===== src/rtl/program_loader_pkg.sv =====
// ----------------------------------------------------------------------------
// program_loader_pkg
// Shared constants for the program loader: byte/lane geometry and the FSM
// state encoding.
// Optional feature macro: LOADER_CHECKSUM_EN. When it is defined, a checksum
// byte follows the data and the FSM passes through ST_CHK before ST_DONE.
// ----------------------------------------------------------------------------
package program_loader_pkg;

  localparam int LANES  = 4;
  localparam int BYTE_W = 8;
  localparam int WORD_W = LANES * BYTE_W;
  localparam int LANE_W = $clog2(LANES);

  localparam logic [2:0] ST_IDLE   = 3'd0;
  localparam logic [2:0] ST_LEN_LO = 3'd1;
  localparam logic [2:0] ST_LEN_HI = 3'd2;
  localparam logic [2:0] ST_DATA   = 3'd3;
  localparam logic [2:0] ST_CHK    = 3'd4;
  localparam logic [2:0] ST_DONE   = 3'd5;
  localparam logic [2:0] ST_ERR    = 3'd6;

  // State entered once the last word is written (or for an empty program).
  function automatic logic [2:0] end_of_data_state();
`ifdef LOADER_CHECKSUM_EN
    return ST_CHK;
`else
    return ST_DONE;
`endif
  endfunction

endpackage


===== src/rtl/program_loader_if.sv =====
// ----------------------------------------------------------------------------
// program_loader_if
// Bundles the incoming byte stream (valid/ready) and the program-memory
// write port of the loader.
//   in_valid/in_data  : byte stream towards the loader
//   in_ready          : loader accepts a byte this cycle
//   mem_we/mem_addr/mem_wdata : one-cycle word write into program memory
// Modports: master = stream source / memory side, slave = the loader.
// ----------------------------------------------------------------------------
interface program_loader_if #(
  parameter int ADDR_W = 8
);
  import program_loader_pkg::*;

  logic              in_valid;
  logic [BYTE_W-1:0] in_data;
  logic              in_ready;
  logic              mem_we;
  logic [ADDR_W-1:0] mem_addr;
  logic [WORD_W-1:0] mem_wdata;

  modport master (
    output in_valid, in_data,
    input  in_ready, mem_we, mem_addr, mem_wdata
  );

  modport slave (
    input  in_valid, in_data,
    output in_ready, mem_we, mem_addr, mem_wdata
  );

endinterface


===== src/rtl/program_loader_word_assembler.sv =====
// ----------------------------------------------------------------------------
// word_assembler
// Packs accepted bytes little-endian into 32-bit words (first byte ->
// bits [7:0]). A lane counter wraps 3 -> 0; the cycle after the fourth byte
// of a word, o_word_valid pulses for one cycle with the complete word.
// Ports:
//   i_clk, i_rst_n   : clock, synchronous active-low reset
//   i_clear          : restart at lane 0 (new load)
//   i_byte_valid     : a byte is transferred this cycle
//   i_byte           : the byte
//   o_word_valid     : one-cycle pulse, o_word holds a complete word
//   o_word           : assembled word
// ----------------------------------------------------------------------------
module word_assembler
  import program_loader_pkg::*;
(
  input  logic              i_clk,
  input  logic              i_rst_n,
  input  logic              i_clear,
  input  logic              i_byte_valid,
  input  logic [BYTE_W-1:0] i_byte,
  output logic              o_word_valid,
  output logic [WORD_W-1:0] o_word
);

  localparam logic [LANE_W-1:0] LAST_LANE = LANE_W'(LANES - 1);

  logic [LANE_W-1:0] r_lane;
  logic [WORD_W-1:0] r_word;
  logic              r_word_valid;

  // NOTE: sequential state is updated with non-blocking assignments so every
  // register samples the values from before the clock edge.
  always_ff @(posedge i_clk) begin
    if (!i_rst_n) begin
      r_lane       <= '0;
      // NOTE: the data register is reset as well because mem_wdata must read
      // 0 after reset; pure datapath storage would normally be left unreset.
      r_word       <= '0;
      r_word_valid <= 1'b0;
    end else begin
      r_word_valid <= 1'b0;
      if (i_clear) begin
        r_lane <= '0;
      end else if (i_byte_valid) begin
        r_word[r_lane*BYTE_W +: BYTE_W] <= i_byte;
        r_lane       <= r_lane + LANE_W'(1);
        r_word_valid <= (r_lane == LAST_LANE);
      end
    end
  end

  // The lane-0 byte of the next word may overwrite bits [7:0] at the edge
  // that ends the valid pulse, so the word is stable while it is flagged.
  assign o_word_valid = r_word_valid;
  assign o_word       = r_word;

endmodule


===== src/rtl/program_loader.sv =====
// ----------------------------------------------------------------------------
// program_loader
// Fills the instruction program memory from a byte stream:
//   2-byte little-endian word count, then little-endian 32-bit words
//   [, then one checksum byte when LOADER_CHECKSUM_EN is defined].
// Words are written sequentially from address 0. The pipelined core is held
// in reset (o_core_rst_n = 0) until a load completes successfully.
// Optional feature macro: LOADER_CHECKSUM_EN (checksum byte = mod-256 sum of
// all data bytes; mismatch -> error).
// Ports:
//   i_clk, i_rst_n   : clock, synchronous active-low reset
//   i_load_start     : pulse, begins a new load from IDLE/DONE/ERR
//   bus (slave)      : byte stream in, program-memory write port out
//   o_core_rst_n     : active-low core reset, released only in DONE
//   o_load_done      : load finished successfully
//   o_load_err       : load aborted (length overflow / checksum mismatch)
//   o_words_loaded   : words written by the current/last load
// ----------------------------------------------------------------------------
module program_loader
  import program_loader_pkg::*;
#(
  parameter int ADDR_W = 8
) (
  input  logic              i_clk,
  input  logic              i_rst_n,
  input  logic              i_load_start,
  program_loader_if.slave   bus,
  output logic              o_core_rst_n,
  output logic              o_load_done,
  output logic              o_load_err,
  output logic [ADDR_W:0]   o_words_loaded
);

  localparam logic [16:0] MAX_WORDS = 17'(2**ADDR_W);

  logic [2:0]        r_state;
  logic [2:0]        w_next_state;
  logic [7:0]        r_len_lo;
  logic [ADDR_W:0]   r_count;
  logic [ADDR_W:0]   r_word_idx;
  logic [ADDR_W+2:0] r_byte_cnt;
  logic              r_load_done;
  logic              r_load_err;
  logic              r_core_rst_n;

  logic              w_in_ready;
  logic              w_xfer;
  logic              w_start;
  logic [15:0]       w_len;
  logic              w_len_too_big;
  logic [ADDR_W:0]   w_idx_next;
  logic              w_word_valid;
  logic [WORD_W-1:0] w_word;

  assign w_xfer        = bus.in_valid & w_in_ready;
  assign w_start       = i_load_start &&
                         (r_state inside {ST_IDLE, ST_DONE, ST_ERR});
  assign w_len         = {bus.in_data, r_len_lo};
  assign w_len_too_big = {1'b0, w_len} > MAX_WORDS;
  assign w_idx_next    = r_word_idx + (ADDR_W+1)'(1);

  word_assembler u_word_assembler (
    .i_clk        (i_clk),
    .i_rst_n      (i_rst_n),
    .i_clear      (w_start),
    .i_byte_valid (w_xfer && (r_state == ST_DATA)),
    .i_byte       (bus.in_data),
    .o_word_valid (w_word_valid),
    .o_word       (w_word)
  );

`ifdef LOADER_CHECKSUM_EN
  logic [7:0] r_sum;

  always_ff @(posedge i_clk) begin
    if (!i_rst_n) begin
      r_sum <= '0;
    end else if (w_start) begin
      r_sum <= '0;
    end else if (w_xfer && (r_state == ST_DATA)) begin
      r_sum <= r_sum + bus.in_data;
    end
  end
`endif

  // In DATA, ready drops once every byte of the announced length has been
  // taken, so nothing is swallowed while the last word is being written.
  always_comb begin
    // NOTE: every signal assigned in always_comb gets a default first so no
    // path leaves it unassigned, which would infer a latch.
    w_in_ready = 1'b0;
    case (r_state)
      ST_LEN_LO, ST_LEN_HI: w_in_ready = 1'b1;
      ST_DATA:   w_in_ready = (r_byte_cnt != {r_count, {LANE_W{1'b0}}});
`ifdef LOADER_CHECKSUM_EN
      ST_CHK:    w_in_ready = 1'b1;
`endif
      default:   w_in_ready = 1'b0;
    endcase
  end

  always_comb begin
    w_next_state = r_state;
    case (r_state)
      ST_IDLE, ST_DONE, ST_ERR: begin
        if (i_load_start) w_next_state = ST_LEN_LO;
      end
      ST_LEN_LO: begin
        if (w_xfer) w_next_state = ST_LEN_HI;
      end
      ST_LEN_HI: begin
        if (w_xfer) begin
          if (w_len == 16'd0)     w_next_state = end_of_data_state();
          else if (w_len_too_big) w_next_state = ST_ERR;
          else                    w_next_state = ST_DATA;
        end
      end
      ST_DATA: begin
        if (w_word_valid && (w_idx_next == r_count))
          w_next_state = end_of_data_state();
      end
`ifdef LOADER_CHECKSUM_EN
      ST_CHK: begin
        if (w_xfer) w_next_state = (bus.in_data == r_sum) ? ST_DONE : ST_ERR;
      end
`endif
      default: w_next_state = ST_IDLE;
    endcase
  end

  always_ff @(posedge i_clk) begin
    if (!i_rst_n) begin
      r_state      <= ST_IDLE;
      r_len_lo     <= '0;
      r_count      <= '0;
      r_word_idx   <= '0;
      r_byte_cnt   <= '0;
      r_load_done  <= 1'b0;
      r_load_err   <= 1'b0;
      r_core_rst_n <= 1'b0;
    end else begin
      r_state      <= w_next_state;
      // Status follows the state one cycle later; a restart clears it at once.
      r_load_done  <= (r_state == ST_DONE) && !i_load_start;
      r_core_rst_n <= (r_state == ST_DONE) && !i_load_start;
      r_load_err   <= (r_state == ST_ERR)  && !i_load_start;
      if (w_start) begin
        r_count    <= '0;
        r_word_idx <= '0;
        r_byte_cnt <= '0;
      end else begin
        if (w_xfer && (r_state == ST_LEN_LO)) r_len_lo <= bus.in_data;
        // An oversized length is truncated here, but the FSM goes to ERR.
        if (w_xfer && (r_state == ST_LEN_HI)) r_count <= w_len[ADDR_W:0];
        if (w_xfer && (r_state == ST_DATA))
          r_byte_cnt <= r_byte_cnt + (ADDR_W+3)'(1);
        if (w_word_valid) r_word_idx <= w_idx_next;
      end
    end
  end

  assign bus.in_ready  = w_in_ready;
  assign bus.mem_we    = w_word_valid;
  assign bus.mem_addr  = r_word_idx[ADDR_W-1:0];
  assign bus.mem_wdata = w_word;

  assign o_core_rst_n   = r_core_rst_n;
  assign o_load_done    = r_load_done;
  assign o_load_err     = r_load_err;
  assign o_words_loaded = r_word_idx;

endmodule


===== src/flat_wrapper.sv =====
// flat-port wrapper written by rule: the top's interface ports become plain ports
module program_loader_flat import program_loader_pkg::*;
#(
  parameter int ADDR_W = 8
)
  (i_clk, i_rst_n, i_load_start, o_core_rst_n, o_load_done, o_load_err, o_words_loaded, bus_in_valid, bus_in_data, bus_in_ready, bus_mem_we, bus_mem_addr, bus_mem_wdata);
  program_loader_if #(.ADDR_W(ADDR_W)) bus_i ();
  input  logic i_clk;
  input  logic i_rst_n;
  input  logic i_load_start;
  output logic o_core_rst_n;
  output logic o_load_done;
  output logic o_load_err;
  output logic [ADDR_W:0] o_words_loaded;
  input wire logic [$bits(bus_i.in_valid)-1:0] bus_in_valid;
  input wire logic [$bits(bus_i.in_data)-1:0] bus_in_data;
  output wire logic [$bits(bus_i.in_ready)-1:0] bus_in_ready;
  output wire logic [$bits(bus_i.mem_we)-1:0] bus_mem_we;
  output wire logic [$bits(bus_i.mem_addr)-1:0] bus_mem_addr;
  output wire logic [$bits(bus_i.mem_wdata)-1:0] bus_mem_wdata;
  assign bus_i.in_valid = bus_in_valid;
  assign bus_i.in_data = bus_in_data;
  assign bus_in_ready = bus_i.in_ready;
  assign bus_mem_we = bus_i.mem_we;
  assign bus_mem_addr = bus_i.mem_addr;
  assign bus_mem_wdata = bus_i.mem_wdata;
  program_loader #(.ADDR_W(ADDR_W)) u_core (.i_clk(i_clk), .i_rst_n(i_rst_n), .i_load_start(i_load_start), .bus(bus_i), .o_core_rst_n(o_core_rst_n), .o_load_done(o_load_done), .o_load_err(o_load_err), .o_words_loaded(o_words_loaded));
endmodule

===== config.mk =====
export PLATFORM = sky130hd
export DESIGN_NAME = program_loader_flat
export DESIGN_NICKNAME = d
export VERILOG_FILES = /design/src/rtl/program_loader_pkg.sv /design/src/rtl/program_loader_if.sv /design/src/rtl/program_loader_word_assembler.sv /design/src/rtl/program_loader.sv /design/src/flat_wrapper.sv
export SDC_FILE = /design/constraint.sdc
export NUM_CORES = 1
export LEC_CHECK = 0
export ABC_AREA = 1
export ABC_CLOCK_PERIOD_IN_PS = 2600
export CORE_AREA = 2 2 145 119
export CTS_CLUSTER_DIAMETER = 60
export DETAILED_ROUTE_END_ITERATION = 12
export DIE_AREA = 0 0 147 121
export PLACE_DENSITY = 0.46
export SYNTH_ARGS = -nofsm -noshare
export SYNTH_HDL_FRONTEND = slang
export SYNTH_SLANG_ARGS = --single-unit

===== constraint.sdc =====
create_clock -name i_clk -period 2.6 [get_ports i_clk]
set_input_delay 0.65 -clock i_clk [delete_from_list [all_inputs] [get_ports i_clk]]
set_output_delay 0.65 -clock i_clk [all_outputs]
set_load 0.005 [all_outputs]

Word-level counts from Yosys, hierarchy flattened
Cells that the tools add are included.

Bits in registers: 77. Bits of input ports: 12. Output and inout port bits: 54. Word-level logic and storage cells: 60.

Add/subtract/negate cells: 4. Order comparisons: 1. Equal/unequal tests: 12. Shift operators: 2. Mux-type cells: 9. Bitwise gates (word level): 4. Reductions and logical operators: 18.

Operators by type and width (count): $neg A5 Y34 (1); $shift A8 B34 Y32 const A (1); $shiftx A8 B34 Y32 (1); $bwmux W32 (1); $mux W3 (6); $gt A16 B9 Y1 const B (1); $logic_not A16 Y1 (1); $pmux W3 S4 (1); $add A11 B1 Y11 const B (1); $ne A11 B11 Y1 (1); $add A9 B1 Y9 const B (1); $eq A9 B9 Y1 (1); $logic_and A1 B1 Y1 (7); $eq A3 B2 Y1 const B (2); $eq A3 B3 Y1 const B (2); $ne A2 B1 Y1 const B (3); $reduce_or A3 Y1 (2); $reduce_and A2 Y1 (2); $reduce_and A4 Y1 (1); $reduce_or A2 Y1 (2); $eq A3 B1 Y1 const B (1); $logic_not A3 Y1 (1); $not A1 Y1 (3); $reduce_bool A3 Y1 (1); other kinds (6) (6).

Depth between registers and ports, before layout
Gate-level depths: netlist (run 1).

Depth in word-level cells: 7. Gate-level depth with buffers: 14. Depth with buffers taken out: 14.

Modules after synthesis
Synthesis (run 1) repeated with hierarchy kept, for this count alone.

Cells, all modules: 607. Area total of the unflattened synthesis: 4215.3 um^2.

Modules (own cells, without submodules): program_loader (times used 1, cells an instance 409, area each 2597.5 um^2, sequential area each 840.8 um^2); word_assembler (times used 1, cells an instance 198, area each 1617.8 um^2, sequential area each 700.7 um^2).

Least setup slack after synthesis (run 1)
OpenSTA, ideal clock, no wires.

Kind: register to register. From: register u_core.u_word_assembler.r_lane[0]. To: register u_core.u_word_assembler.r_word[3] (netlist: u_core.u_word_assembler.o_word[3]). Setup time: 64 ps. Arrival: 1936 ps. Data required time: 2536 ps. Slack: 600 ps. Cell stages (with the launch flop): 9. Path buffers: 1. Clock period less this slack: 2000 ps. Cells stage by stage: dfxtp_1 -> clkbuf_1 -> inv_1 -> ha_1 -> nor3b_1 -> nand2_1 -> nand2_1 -> nand2_1 -> nor2_1.

Cells in the longest elaborated chain, start to end: 3. Elaborated cells on any way between the ends: 4. Classes of those cells: 1 x add/sub; 2 x shift; 1 x mux.

RTL lines: start: declaration (RTL line program_loader_word_assembler.sv:28) `logic [LANE_W-1:0] r_lane;`; start signal: assignment (RTL line program_loader_word_assembler.sv:47) `r_lane <= r_lane + LANE_W'(1);`; $neg A5 Y34 (*) (RTL line program_loader_word_assembler.sv:46) `r_word[r_lane*BYTE_W +: BYTE_W] <= i_byte;`; $shiftx A8 B34 Y32 / $shift A8 B34 Y32 (equally long branches) (RTL line program_loader_word_assembler.sv:46); $bwmux W32 (*) (RTL line program_loader_word_assembler.sv:46); end signal: indexed assignment (RTL line program_loader_word_assembler.sv:46); end: declaration (RTL line program_loader_word_assembler.sv:29) `logic [WORD_W-1:0] r_word;`.

Every way passes the cells marked *; elsewhere a longest branch is shown, timed or not. A chain may end at the register's enable or synchronous reset.

Worst setup path in the final report (run 1)
From: register u_core.r_byte_cnt[0]. To: output port bus_in_ready.

Cells in the longest elaborated chain, start to end: 2.

RTL lines: start: declaration (RTL line program_loader.sv:41) `logic [ADDR_W+2:0] r_byte_cnt;`; start signal: assignment (RTL line program_loader.sv:156) `r_byte_cnt <= r_byte_cnt + (ADDR_W+3)'(1);`; $ne A11 B11 Y1 (RTL line program_loader.sv:94) `ST_DATA: w_in_ready = (r_byte_cnt != {r_count, {LANE_W{1'b0}}});`; $pmux W1 S2 (RTL line program_loader.sv:92) `case (r_state)`; end: declaration (RTL line flat_wrapper.sv:17) `output wire logic [$bits(bus_i.in_ready)-1:0] bus_in_ready;`.

Every way passes these cells.

==> reports/results.ini, run 1 <==
[run_status]
outcome=complete, no violations

[final_layout]
nets=707
layout_common_cells=nand2_1 (197), nor2_1 (99), dfxtp_1 (76)
antenna-diode-count=0
layout-drive-gt1-share_pct=7.091
final_common_cell=nand2_1
fin_area_um2=5206
syn2layout_area_growth_pct=29.75
fill_cells=1795

[route]
vias_per_cell=4.271
drt_iter0_drc=254
routedWlPerCell_um=12.00
drc_errors=0
ant_nets=0
first_pass_iters=4
routed_wl_um=10940
num_vias=3891

[worst_setup_path]
crit_arrival_ns=1.79
worstSetupPathType=flop to primary output
crit_path_end_kind=primary output
crit_fanout=4
critPathRequiredTime_ns=1.95
setup.worst_path.start_class=flop

[logic_synthesis]
synth_largest_area_cell=dfxtp_1
avgSynthCellArea_um2=6.482
yosysUniqueCellTypes=30
synth_top_family_by_area=simple AND/OR/NAND/NOR gates
synthAdderAreaFrac_pct=2.806
synth_top_area_share_pct=38.42
synth_nets=640
syn-cell-area_um2=4013
synth_compound_area_share_pct=9.853
ys_ff_latch=77
synth_xor_area_share_pct=2.183
synth-simple-area-share_pct=35.89
ys_seq_area_share_pct=38.42
synthMuxAreaShare_pct=0
netlist_instances=619
yosysWarningCount=0
netlist_top_cells_area=dfxtp_1 (38%), nand2_1 (18%), nor2_1 (9.3%)

[global_routing]
grt_overflow_total=0
grt_pass1_wl_um=17700
grtUsageTotal_pct=12.52
grt_max_degree=45
antenna_found_initial=0
grt_pass1_vias=3593

[clocking]
htreeDepth=3
cts_tree=done
cts_root_buf=clkbuf_16
clock_path_buffers=2
clkTransAtPathRegs_ns=0.06
cts_hold_buf=0
cts_buffers=9
cts.sinks=77
clk_latency_ns=0.34

[die]
pin_count=66
die_area_um2=17790
rows=42
die_y_um=121
core_area_um2=16290
initial_core_util_pct=24.63
die_x_um=147

[timing]
finalMaxSlewViolations=0
slew_headroom_pct=60.03
fin_tns_setup_ns=0
rsz0062_at_grt=no
tightest_slew_ns=0.5974
post-route-period-util_pct=93.72
finClkSkew_ns=0.007484
fmax_mhz=410.4
hold_viol_final=0
setup_viol=0
fin_crit_ns=2.437

[flow_run]
drv_cap=0

[worst_hold_path]
hold_class=flop to flop

[place]
place.gp.congestion=0.8563
numPortBuffers=65
detailed_place_hpwl_um=8200
place_area_um2=4906

[power_and_ir_drop]
p_leak_nw=2.112
vdd_ir_drop_max_v=0.0003148
p_per_area_nw_per_um2=633.3

final cells by class:
| type | instances | area, um2 | area share (%) |
|---|---|---|---|
| sequential | 77 | 1543 | 29.63 |
| multi-input combinational | 444 | 2036 | 39.10 |
| clock buffer | 10 | 229.0 | 4.398 |
| clock inverter | 6 | 63.81 | 1.226 |
| timing repair buffer | 82 | 789.5 | 15.16 |
| tap | 220 | 275.3 | 5.287 |
| inverter | 72 | 270.3 | 5.191 |
through the flow:
stage	utilization, %	setup WS [ns]	hold WS, ns	std cells	total power [mW]
after floorplan	-	0.6004	0.4405	619	1.832
after global placement	30.12	0.1637	0.4682	894	2.080
after detailed placement	30.12	0.1573	0.4723	894	2.083
after CTS	31.91	0.1524	0.4814	910	3.347
after global routing	31.96	0.01335	0.4968	911	3.505
final	31.96	0.1633	0.4779	911	3.297
per-layer routing:
metal / GRT usage (%) / vias up / routed length [um] / share of wire [%]
li1: - / 2053 / - / -
met3: 2.932 / 14 / 391 / 3.6
met1: 17.76 / 1755 / 5736 / 52
met2: 18.66 / 69 / 4643 / 42
met5: 0 / - / 0 / 0
met4: 4.207 / 0 / 163 / 1.5
synth_stat cells:
library cell and number:
o21ai_2 1, nor3b_1 1, a31oi_1 1, buf_2 3
nor2_1 99, a211oi_1 2, a21oi_4 1, ha_1 9
and2_1 1, nand2_2 1, xnor2_1 1, buf_4 11
buf_1 1, o21ai_0 27, nor2_2 2, nand4_1 6
inv_1 66, a21oi_1 41, xor2_1 9, nor2_8 2
nor3_1 11, buf_6 3, nand4_2 1, dfxtp_1 77
clkbuf_1 8, o221ai_1 1, inv_2 6, or2_2 1
nand2_1 197, nand3_1 29
worst paths after layout:
path                                                            start                               to  slack (ns)  depth (start not counted)
worst max-delay path                u_core.r_byte_cnt[0]$_SDFFE_PP0N_                     bus_in_ready        0.16                          7
worst min-delay path                  u_core.r_len_lo[4]$_SDFFE_PN0P_  u_core.r_len_lo[4]$_SDFFE_PN0P_        0.48                          2
worst max register to register  u_core.o_words_loaded[0]$_SDFFE_PP0P_   u_core.r_state[0]$_SDFFE_PN0P_        0.52                         12
worst min register to register        u_core.r_len_lo[4]$_SDFFE_PN0P_  u_core.r_len_lo[4]$_SDFFE_PN0P_        0.48                          2
critical path, stage by stage (launching register included):
cell           delay, ns
dfxtp_1             0.34
inv_2               0.09
ha_1                0.14
inv_1               0.05
nor3_1              0.17
nand4_1             0.18
and2_1              0.21
dlygate4sd2_1       0.27
power by group:
group | leakage, nW | switching [mW] | internal [mW] | total [mW]
clock network | 0.138 | 0.503 | 0.741 | 1.24
registers | 0.622 | 0.0652 | 1.26 | 1.32
logic | 1.35 | 0.465 | 0.263 | 0.729
total | 2.11 | 1.03 | 2.26 | 3.30
registers in the layout (all words and copies together), names as in the netlist:
| register | count |
|---|---|
| u_core.o_core_rst_n | 1 |
| u_core.o_words_loaded | 9 |
| u_core.u_word_assembler.o_word | 32 |
| u_core.u_word_assembler.r_lane | 2 |
| u_core.r_byte_cnt | 11 |
| u_core.o_load_err | 1 |
| u_core.u_word_assembler.o_word_valid | 1 |
| u_core.r_len_lo | 8 |
| u_core.r_state | 3 |
| u_core.r_count | 9 |
cell families (layout without fill, tap and decap cells):
kind of cell    Yosys count  in the layout
simple gates            351            351
buf+inv                  98            170
flops                    77             77
compound gates           74             74
xor+xnor                 10             10
fa+ha+maj                 9              9
repair_timing:
item,in CTS,in global routing
pin swaps,2,1
gates resized for setup,3,0
setup buffers,0,1
endpoints found under the setup margin,1,1
(Power assumes the default switching activity.)
==> inputs of run 2 (changes only) <==
--- a/config.mk
+++ b/config.mk
@@ -7,11 +7,11 @@
 export LEC_CHECK = 0
 export ABC_AREA = 1
 export ABC_CLOCK_PERIOD_IN_PS = 2600
-export CORE_AREA = 2 2 145 119
+export CORE_AREA = 2 2 100 83
 export CTS_CLUSTER_DIAMETER = 60
 export DETAILED_ROUTE_END_ITERATION = 12
-export DIE_AREA = 0 0 147 121
-export PLACE_DENSITY = 0.46
+export DIE_AREA = 0 0 102 85
+export PLACE_DENSITY = 0.82
 export SYNTH_ARGS = -nofsm -noshare
 export SYNTH_HDL_FRONTEND = slang
 export SYNTH_SLANG_ARGS = --single-unit
==> run 2 against run 1 <==
Wire length shrank 6.5%; register-to-register slack lost 0.40 ns; sequential power is essentially flat; global-route usage grew 11 points; final cell count shrank 12%; maximum frequency shrank 1.8%; count of clock-buffer cells in the layout is the same; critical path type is now flop to flop; combinational power grew 15%.
==> reports/results.ini, run 2 (same netlist as run 1, synthesis figures left out) <==
[place]
place_area_um2=4736
numPortBuffers=65
dp_slack_ns=0.2075
detailed_place_hpwl_um=7121
dpl.cell_count=778
place.gp.congestion=0.8798

[power_and_ir_drop]
p_per_area_nw_per_um2=616.1
p_leak_nw=2.124
combPwrFrac_pct=26.6
seqPwrFrac_pct=42.2
swShare_pct=31.88
vdd_ir_drop_max_v=0.0003503
switchingPower_mw=1.004
design_power_total_mw=3.149
clock_power_share_pct=31.2
internal-power_mw=2.145

[worst_setup_path]
critPathRequiredTime_ns=2.84
crit_fanout=10
crit_end=u_core.r_byte_cnt[4]$_SDFFE_PP0N_
setup.worst_path.start_class=flop
r2r_slack_ns=0.12
max_stage_delay_ns=0.38
critPathTopFamily=buffers and inverters
worstSetupPathType=flop to flop
crit_arrival_ns=2.72
crit_path_cell_trace=inv_1 > nand2_1 > nand2_1 > nor3_2 > nand4_1 > buf_4 > buf_4 > buf_4 > buf_4 > buf_4 > buf_4 > nand4_4 > buf_12 > buf_6 > inv_2 > a21oi_1 > nor2_1
crit_top_cell=buf_4
crit_start=u_core.r_byte_cnt[10]$_SDFFE_PP0N_
crit_cells=17
worst-path-buf-inv=10
reg2reg_to=u_core.r_byte_cnt[4]$_SDFFE_PP0N_
rr_worst_depth=17
crit_path_end_kind=flop
reg2reg_from=u_core.r_byte_cnt[10]$_SDFFE_PP0N_
cp_slowest_cell=dfxtp_1

[timing]
hold_viol_final=0
slew_headroom_pct=65.14
finClkSkew_ns=0.01199
setup_viol=0
tightest_slew_ns=0.5209
rsz0062_at_grt=no
finalMaxSlewViolations=0
fin_crit_ns=2.481
post-route-period-util_pct=95.42
fmax_mhz=403.1
fin_tns_setup_ns=0
worst_slack_ns=0.1191
hold_ws_ns=0.4825

[route]
num_vias=4044
drt_iter0_drc=313
routedWlPerCell_um=12.73
routed_wl_um=10220
first_pass_iters=5
vias_per_cell=5.036
drc_errors=0
ant_nets=0

[die]
initial_core_util_pct=52.16
die_area_um2=8670
die_y_um=85
die_x_um=102
pin_count=66
core_area_um2=7692
rows=29

[final_layout]
final_cells=803
nets=712
fill_cells=662
final_common_cell=nand2_1
fin_util_pct=66.44
largest_reg_flops=32
antenna-diode-count=0
multi_input_comb_area_um2=2069
layout-drive-gt1-share_pct=9.496
seqCellArea_um2=1555
fin_area_um2=5111
layout_common_cells=nand2_1 (197), nor2_1 (96), dfxtp_1 (70)
syn2layout_area_growth_pct=27.38

[clocking]
cts_buffers=9
cts_root_buf=clkbuf_8
cts.sinks=77
clk_latency_ns=0.35
cts_tree=done
clock_path_buffers=2
htreeDepth=3
clkTransAtPathRegs_ns=0.07

[flow_run]
drv_cap=0

[global_routing]
grt_pass1_wl_um=16330
grt_pass1_vias=3596
grtUsageTotal_pct=23.89
grt_overflow_total=0
antenna_found_initial=0
grt_max_degree=45

[run_status]
outcome=complete, no violations

[worst_hold_path]
hold_class=flop to flop

==> run 2: cell types whose count changed in the layout (fill, tap and decap cells not counted), moves of 3 or more <==
| cell | delta |
|---|---|
| nor2_1 | -3 |
| clkbuf_8 | +10 |
| dfxtp_2 | +4 |
| clkbuf_16 | -8 |
| dfxtp_1 | -6 |
==> run 2: per-layer routing <==
| metal | vias up | GRT usage, % | wire [um] |
|---|---|---|---|
| met1 | 1831 | 33.78 | 4749 |
| met4 | 0 | 6.667 | 141 |
| li1 | 2058 | - | - |
| met2 | 142 | 36.12 | 4664 |
| met5 | - | 0 | 0 |
| met3 | 13 | 6.260 | 664 |
==> run 2: power groups by stage <==
stage / clock network, mW / registers (mW) / logic, mW
global route: 1.05 / 1.34 / 0.936
detailed placement: 0 / 1.35 / 0.708
finish: 0.982 / 1.33 / 0.837
global placement: 0 / 1.34 / 0.690
floorplan: 0 / 1.33 / 0.504
CTS: 0.999 / 1.32 / 0.742
==> run 2: timing repair <==
action / CTS / global route
gates resized for setup: 3 / 19
gates cloned: 0 / 1
buffers inserted: 6 / 4
hold buffers: 0 / 0
setup endpoints to repair: 1 / 17
pin swaps: 1 / 4
==> run 2: how the worst min path moves through the flow <==
stage,from,endpoint,depth (start not counted)
after floorplan,u_core.r_len_lo[7]$_SDFFE_PN0P_,u_core.r_len_lo[7]$_SDFFE_PN0P_,2
after global placement,u_core.r_len_lo[2]$_SDFFE_PN0P_,u_core.r_len_lo[2]$_SDFFE_PN0P_,2
after detailed placement,u_core.u_word_assembler.o_word[24]$_SDFFE_PN0P_,u_core.u_word_assembler.o_word[24]$_SDFFE_PN0P_,2
after CTS,u_core.r_len_lo[0]$_SDFFE_PN0P_,u_core.r_len_lo[0]$_SDFFE_PN0P_,2
after global routing,u_core.r_state[0]$_SDFFE_PN0P_,u_core.o_load_err$_SDFF_PN0_,1
final,u_core.u_word_assembler.o_word[24]$_SDFFE_PN0P_,u_core.u_word_assembler.o_word[24]$_SDFFE_PN0P_,2
==> run 2: tightest hold or removal path, stage by stage, from the launching register on <==
cell and delay (ns):
dfxtp_1 0.33, nor2_1 0.04, nor2_1 0.08
==> run 2: area by class of cell <==
class | instances | area share, %
well taps | 108 | 2.644
repair buffers | 87 | 16.99
multi-input cells | 444 | 40.49
clock buffers | 10 | 2.693
clock inverters | 5 | 1.469
inverters | 72 | 5.288
flip-flops and latches | 77 | 30.43
